[src/rtl/uart_word_tx_buffer_if.sv]
// uart_word_tx_buffer_if: word request and UART byte start/done handshake bundle.
// The master side is the upstream/UART environment; the slave side is the buffer.
interface uart_word_tx_buffer_if #(
  parameter int unsigned DATA_WIDTH = 32
);
  logic [DATA_WIDTH-1:0] i_data;
  logic                  i_start;
  logic                  i_tx_done;
  logic                  o_tx_start;
  logic [7:0]            o_tx_byte;
  logic                  o_empty;
  logic                  o_overflow;

  modport master (
    output i_data, i_start, i_tx_done,
    input  o_tx_start, o_tx_byte, o_empty, o_overflow
  );

  modport slave (
    input  i_data, i_start, i_tx_done,
    output o_tx_start, o_tx_byte, o_empty, o_overflow
  );
endinterface

[src/rtl/uart_word_tx_buffer.sv]
// uart_word_tx_buffer: serialises one DATA_WIDTH word into MSB-first bytes over a start/done UART handshake.
// Define UART_WORD_TX_CHECKSUM_EN to append a running XOR checksum byte after each word.
module uart_word_tx_buffer #(
  parameter int unsigned DATA_WIDTH = 32
) (
  input logic                  i_clk,
  input logic                  i_reset,
  uart_word_tx_buffer_if.slave bus_if
);
  localparam int unsigned BYTE_W   = 8;
  localparam int unsigned NB_BYTES = DATA_WIDTH / BYTE_W;
  localparam int unsigned CNT_W    = $clog2(NB_BYTES + 1);

`ifdef UART_WORD_TX_CHECKSUM_EN
  typedef enum logic [1:0] {IDLE, LOAD, WAIT_DONE, CHECKSUM} state_e;
`else
  typedef enum logic [1:0] {IDLE, LOAD, WAIT_DONE} state_e;
`endif

  state_e                  state_q, state_d;
  logic [DATA_WIDTH-1:0]   shift_q, shift_d;
  logic [CNT_W-1:0]        cnt_q, cnt_d;
  logic                    tx_start_q, tx_start_d;
  logic [BYTE_W-1:0]       tx_byte_q, tx_byte_d;
  logic                    overflow_q, overflow_d;
  logic                    last_data_c;
`ifdef UART_WORD_TX_CHECKSUM_EN
  logic [BYTE_W-1:0]       csum_q, csum_d;
  logic                    csum_sent_c;
`endif

  assign last_data_c = (cnt_q == CNT_W'(NB_BYTES - 1));
`ifdef UART_WORD_TX_CHECKSUM_EN
  // Counter sits at NB_BYTES only while the checksum byte is in flight.
  assign csum_sent_c = (cnt_q == CNT_W'(NB_BYTES));
`endif

  always_ff @(posedge i_clk or posedge i_reset) begin
    if (i_reset) begin
      state_q <= IDLE;
    end else begin
      state_q <= state_d;
    end
  end

  always_comb begin
    state_d = state_q;
    case (state_q)
      IDLE: begin
        if (bus_if.i_start) state_d = LOAD;
      end
      LOAD: begin
        state_d = WAIT_DONE;
      end
      WAIT_DONE: begin
        if (bus_if.i_tx_done) begin
`ifdef UART_WORD_TX_CHECKSUM_EN
          if (csum_sent_c)      state_d = IDLE;
          else if (last_data_c) state_d = CHECKSUM;
          else                  state_d = LOAD;
`else
          if (last_data_c) state_d = IDLE;
          else             state_d = LOAD;
`endif
        end
      end
`ifdef UART_WORD_TX_CHECKSUM_EN
      CHECKSUM: begin
        state_d = WAIT_DONE;
      end
`endif
      default: begin
        state_d = IDLE;
      end
    endcase
  end

  // Datapath and registered-output next values.
  always_comb begin
    shift_d    = shift_q;
    cnt_d      = cnt_q;
    tx_start_d = 1'b0;
    tx_byte_d  = tx_byte_q;
    overflow_d = overflow_q | (bus_if.i_start & (state_q != IDLE));
`ifdef UART_WORD_TX_CHECKSUM_EN
    csum_d     = csum_q;
`endif
    case (state_q)
      IDLE: begin
        if (bus_if.i_start) begin
          shift_d = bus_if.i_data;
          cnt_d   = '0;
`ifdef UART_WORD_TX_CHECKSUM_EN
          csum_d  = '0;
`endif
        end
      end
      LOAD: begin
        tx_byte_d  = shift_q[DATA_WIDTH-1 -: BYTE_W];
        tx_start_d = 1'b1;
`ifdef UART_WORD_TX_CHECKSUM_EN
        csum_d     = csum_q ^ shift_q[DATA_WIDTH-1 -: BYTE_W];
`endif
      end
      WAIT_DONE: begin
`ifdef UART_WORD_TX_CHECKSUM_EN
        if (bus_if.i_tx_done && !csum_sent_c) begin
`else
        if (bus_if.i_tx_done) begin
`endif
          shift_d = shift_q << BYTE_W;
          cnt_d   = cnt_q + CNT_W'(1);
        end
      end
`ifdef UART_WORD_TX_CHECKSUM_EN
      CHECKSUM: begin
        tx_byte_d  = csum_q;
        tx_start_d = 1'b1;
      end
`endif
      default: begin
        tx_start_d = 1'b0;
      end
    endcase
  end

  always_ff @(posedge i_clk or posedge i_reset) begin
    if (i_reset) begin
      shift_q    <= '0;
      cnt_q      <= '0;
      tx_start_q <= 1'b0;
      tx_byte_q  <= '0;
      overflow_q <= 1'b0;
`ifdef UART_WORD_TX_CHECKSUM_EN
      csum_q     <= '0;
`endif
    end else begin
      shift_q    <= shift_d;
      cnt_q      <= cnt_d;
      tx_start_q <= tx_start_d;
      tx_byte_q  <= tx_byte_d;
      overflow_q <= overflow_d;
`ifdef UART_WORD_TX_CHECKSUM_EN
      csum_q     <= csum_d;
`endif
    end
  end

  // o_empty falls in the same cycle as i_start so a registered upstream cannot double-issue.
  assign bus_if.o_empty    = (state_q == IDLE) && !bus_if.i_start;
  assign bus_if.o_tx_start = tx_start_q;
  assign bus_if.o_tx_byte  = tx_byte_q;
  assign bus_if.o_overflow = overflow_q;
endmodule

[src/flat_wrapper.sv]
// flat-port wrapper written by rule: the top's interface ports become plain ports
module uart_word_tx_buffer_flat 
#(
  parameter int unsigned DATA_WIDTH = 32
)
  (i_clk, i_reset, bus_if_i_data, bus_if_i_start, bus_if_i_tx_done, bus_if_o_tx_start, bus_if_o_tx_byte, bus_if_o_empty, bus_if_o_overflow);
  uart_word_tx_buffer_if #(.DATA_WIDTH(DATA_WIDTH)) bus_if_i ();
  input logic i_clk;
  input logic i_reset;
  input wire logic [$bits(bus_if_i.i_data)-1:0] bus_if_i_data;
  input wire logic [$bits(bus_if_i.i_start)-1:0] bus_if_i_start;
  input wire logic [$bits(bus_if_i.i_tx_done)-1:0] bus_if_i_tx_done;
  output wire logic [$bits(bus_if_i.o_tx_start)-1:0] bus_if_o_tx_start;
  output wire logic [$bits(bus_if_i.o_tx_byte)-1:0] bus_if_o_tx_byte;
  output wire logic [$bits(bus_if_i.o_empty)-1:0] bus_if_o_empty;
  output wire logic [$bits(bus_if_i.o_overflow)-1:0] bus_if_o_overflow;
  assign bus_if_i.i_data = bus_if_i_data;
  assign bus_if_i.i_start = bus_if_i_start;
  assign bus_if_i.i_tx_done = bus_if_i_tx_done;
  assign bus_if_o_tx_start = bus_if_i.o_tx_start;
  assign bus_if_o_tx_byte = bus_if_i.o_tx_byte;
  assign bus_if_o_empty = bus_if_i.o_empty;
  assign bus_if_o_overflow = bus_if_i.o_overflow;
  uart_word_tx_buffer #(.DATA_WIDTH(DATA_WIDTH)) u_core (.i_clk(i_clk), .i_reset(i_reset), .bus_if(bus_if_i));
endmodule
[config.mk]
export PLATFORM = sky130hd
export DESIGN_NAME = uart_word_tx_buffer_flat
export DESIGN_NICKNAME = d
export VERILOG_FILES = /design/src/rtl/uart_word_tx_buffer_if.sv /design/src/rtl/uart_word_tx_buffer.sv /design/src/flat_wrapper.sv
export SDC_FILE = /design/constraint.sdc
export NUM_CORES = 1
export LEC_CHECK = 0
export ABC_AREA = 1
export CORE_AREA = 3 3 92 94
export CTS_CLUSTER_DIAMETER = 50
export CTS_CLUSTER_SIZE = 40
export DETAILED_ROUTE_END_ITERATION = 7
export DIE_AREA = 0 0 95 97
export GPL_TIMING_DRIVEN = 0
export PLACE_DENSITY = 0.46
export SYNTH_ARGS = -nofsm -noshare
export SYNTH_HDL_FRONTEND = slang
export SYNTH_SLANG_ARGS = --single-unit
[constraint.sdc]
create_clock -name i_clk -period 3.3 [get_ports i_clk]
set_clock_uncertainty 0.1 [all_clocks]
set_input_delay 0.66 -clock i_clk [delete_from_list [all_inputs] [get_ports i_clk]]
set_output_delay 0.66 -clock i_clk [all_outputs]
set_load 0.05 [all_outputs]
==> results.md <==
- Worst Setup Start Kind: input port
- Worst IR Drop VDD: 229.3 uV
- Maximum clock rate: 0.3497 GHz
- Synth Area in Adders: 1.101%
- Yosys cell types: 17
- Critical path buffers and inverters: 2
- Die ar.: 0.009215 sq mm
- Synth Area in Simple Gates: 39.41%
- Post-route DRC: 0
- Post-route cell area: 0.002994 sq mm
- Largest net degree at the start of global routing: 34
- Worst Tran Pin Value: 501.9 ps
- Synth Cell Area: 0.002273 sq mm
- Hold_sp: u_core.bus_if.o_tx_byte[2]
- Cells taking the most area after synthesis: dfrtp_1, nand2_1, nand3_1
- Final non-filler cell total: 444
- Slew HR: 66.44%
- Hold Path Stages: 2
- DIE WIDTH: 95 microns
- Register area share after synthesis: 51.73%
- Vias: 1951
- R2r setup slk: 1800 ps
- Clock sinks: 47
- Synthesized Nets: 325
- Crit Reg-Reg Endpoint: u_core.shift_q[21]
- Outcome: finished clean
- Fraction of layout cells with a size suffix above 1: 9.942%
- Fill cell count: 817
- CP most frequent cell: clkdlybuf4s50_1
- RSZ-0062 raised after global routing: no
- Syn Area/Cell: 7.921 sq um
- LEAKAGE: 0.001556 uW
- Final HPWL DP: 4214 microns
- Root buffer selected by CTS: clkbuf_8
- Final Setup Violations: 0
- DR pass1 iterations: 4
- Worst Path Max Fanout: 3
- WS Path Type: in2out
- Crit path cell chain: clkdlybuf4s50_1 > nor3_1 > clkdlybuf4s50_1
- CTS resizes: 0
- Routability cong.: 0.7567
- TritonCTS clock tree: yes
- Total GRT Usage: 14.27%
- Worst-path clk slew: 80 ps
- Final min period: 2860 ps
- Post CTS Setup Buffer Count: 0
- Crit path DAT: 2100 ps
- Setup TNS: 0 ps
- 1st-iter DRT viols: 96
- Critical Path RT: 2540 ps
- Initial Util: 29.42%
- First-pass GRT wire length: 10230 microns
- I/O Buffers: 46
- Placed cell area: 0.002882 sq mm
- Drt wl/cell: 13.39 microns
- Fin. Hold Viols: 0
- Antenna diodes: 0
- Synth Area in XOR/XNOR: 0%
- CTS H-tree depth: 2
- Initial antenna violation count: 0
- Slowest-stage cell, CP: clkdlybuf4s50_1
- Synth top area share: 51.73%
- Hold_buf cts: 0
- Max stage delay on crit path: 830 ps
- Setup crit end kind: output pin
- Die H: 97 microns
- Routed WL: 5947 microns
- Worst setup margin: 440.4 ps
- Nets: 379
- Max-slew violations: 0
- Placed insts: 436
- GRT overflow: 0
- Clk buf depth: 2
- Synth warnings: 0
- CTS Buf Count: 5
- Vias/cell: 4.394
- Power after layout: 2653 uW
- Leading area contributor after synthesis: dfrtp_1
- Register bit count reported by yosys: 47
- Routed Antenna Nets: 0
- Worst-Skew Late Latency: 300 ps
- Hold endpoint: u_core.bus_if.o_tx_byte[2]
- Pre-CTS WS: 436.5 ps
- Complex-gate fraction of the synthesized area: 0.7705%
- Reg2reg start: u_core.state_q[0]
- Power density cells: 886.2 mW/mm^2
- Core area: 0.007727 sq mm
- Worst hold path class: reg2reg
- R2R depth: 7
- Multiplexer area fraction after synthesis: 0%
- Mapped Cells: 287
- Vias in the first global route: 2054
- Top Ports: 47
- Largest family of logic cells by synthesized area: simple AND/OR/NAND/NOR gates
- Final worst-path cycle share: 86.66%
- Max-Cap Viols: 0
- Layout overhead on the synthesized area: 31.70%
- Top delay family on crit path: buffers and inverters
- Core Rows: 32
worst min-delay path, delay by kind of cell (launching register included):
| kind | cells | cell delay, ps |
|---|---|---|
| AND/OR/NAND/NOR | 2 | 100 |
| flip-flops | 1 | 350 |
routing by layer:
layer	vias to the layer above	global-route usage (%)	wire, microns
met4	0	3.441	28
li1	1020	-	-
met3	3	3.110	273
met1	878	18.87	2754
met5	-	0	0
met2	50	23.54	2890
cell usage in the layout, fill, tap and decap left out:
cell             count
buf_12               1
buf_2                7
buf_4                4
buf_6                2
bufinv_16            1
clkbuf_8             8
clkdlybuf4s50_1     46
clkinv_2             1
clkinv_4             1
dfrtp_1             47
ha_1                 2
inv_1                4
inv_2                4
nand2_1            142
nand2_2              3
nand2_4              1
nand3_1             59
nand3_4              1
nor2_1               4
nor3_1               1
o21ai_0              2
o21bai_1             1
where the power goes:
| part | switching, uW | internal (uW) | total [uW] |
|---|---|---|---|
| clock | 207 | 226 | 433 |
| sequential | 138 | 825 | 963 |
| combinational | 800 | 457 | 1260 |
| total | 1140 | 1510 | 2650 |
metrics by stage:
| step | hold WS [ps] | utilization (%) |
|---|---|---|
| floorplan | 342.5 | - |
| global placement | 355.6 | 37.03 |
| detailed placement | 361.4 | 37.29 |
| CTS | 387.2 | 38.75 |
| global route | 411.5 | 38.75 |
| finish | 381.3 | 38.75 |
sequential cells by signal (all words and copies together) (netlist names):
signal,count
u_core.shift_q,32
u_core.bus_if.o_tx_byte,8
u_core.cnt_q,3
u_core.state_q,2
u_core.bus_if.o_overflow,1
u_core.bus_if.o_tx_start,1
cells in the mapped netlist:
cell type	count
buf_4	4
ha_1	2
o21bai_1	1
clkbuf_8	3
dfrtp_1	47
nand2_4	1
buf_6	2
o21ai_0	2
nand2_1	142
buf_2	7
nor2_1	4
nor3_1	1
inv_1	5
nand3_1	59
inv_2	3
nand2_2	3
nand3_4	1
kinds of logic (layout without fill, tap and decap cells):
family,after synthesis,count (layout)
AO/OA/AOI/OAI,3,3
adder cells (fa/ha/maj),2,2
buffers and inverters,24,79
flip-flops,47,47
AND/OR/NAND/NOR,211,211
worst max-delay path by stage:
| stage | cells after the start | slack [ps] | end | start |
|---|---|---|---|---|
| after CTS | 3 | 430 | bus_if_o_empty | bus_if_i_start |
| after detailed placement | 3 | 440 | bus_if_o_empty | bus_if_i_start |
| after floorplan | 3 | 760 | bus_if_o_empty | u_core.state_q[1] |
| final | 3 | 440 | bus_if_o_empty | bus_if_i_start |
| after global routing | 4 | 350 | bus_if_o_empty | u_core.state_q[1] |
| after global placement | 2 | 330 | u_core.shift_q[3] | i_reset |
final cells by class:
| class | instances | area, sq um | share of cell area [%] |
|---|---|---|---|
| clock inverters | 3 | 43.79 | 1.463 |
| multi-input cells | 216 | 938.4 | 31.34 |
| flip-flops and latches | 47 | 1176 | 39.28 |
| plain buffers | 16 | 128.9 | 4.304 |
| well taps | 102 | 127.6 | 4.262 |
| repair buffers | 47 | 480.5 | 16.05 |
| clock buffers | 5 | 68.82 | 2.298 |
| inverters | 8 | 30.03 | 1.003 |
Power figures use the tool's default switching activity.
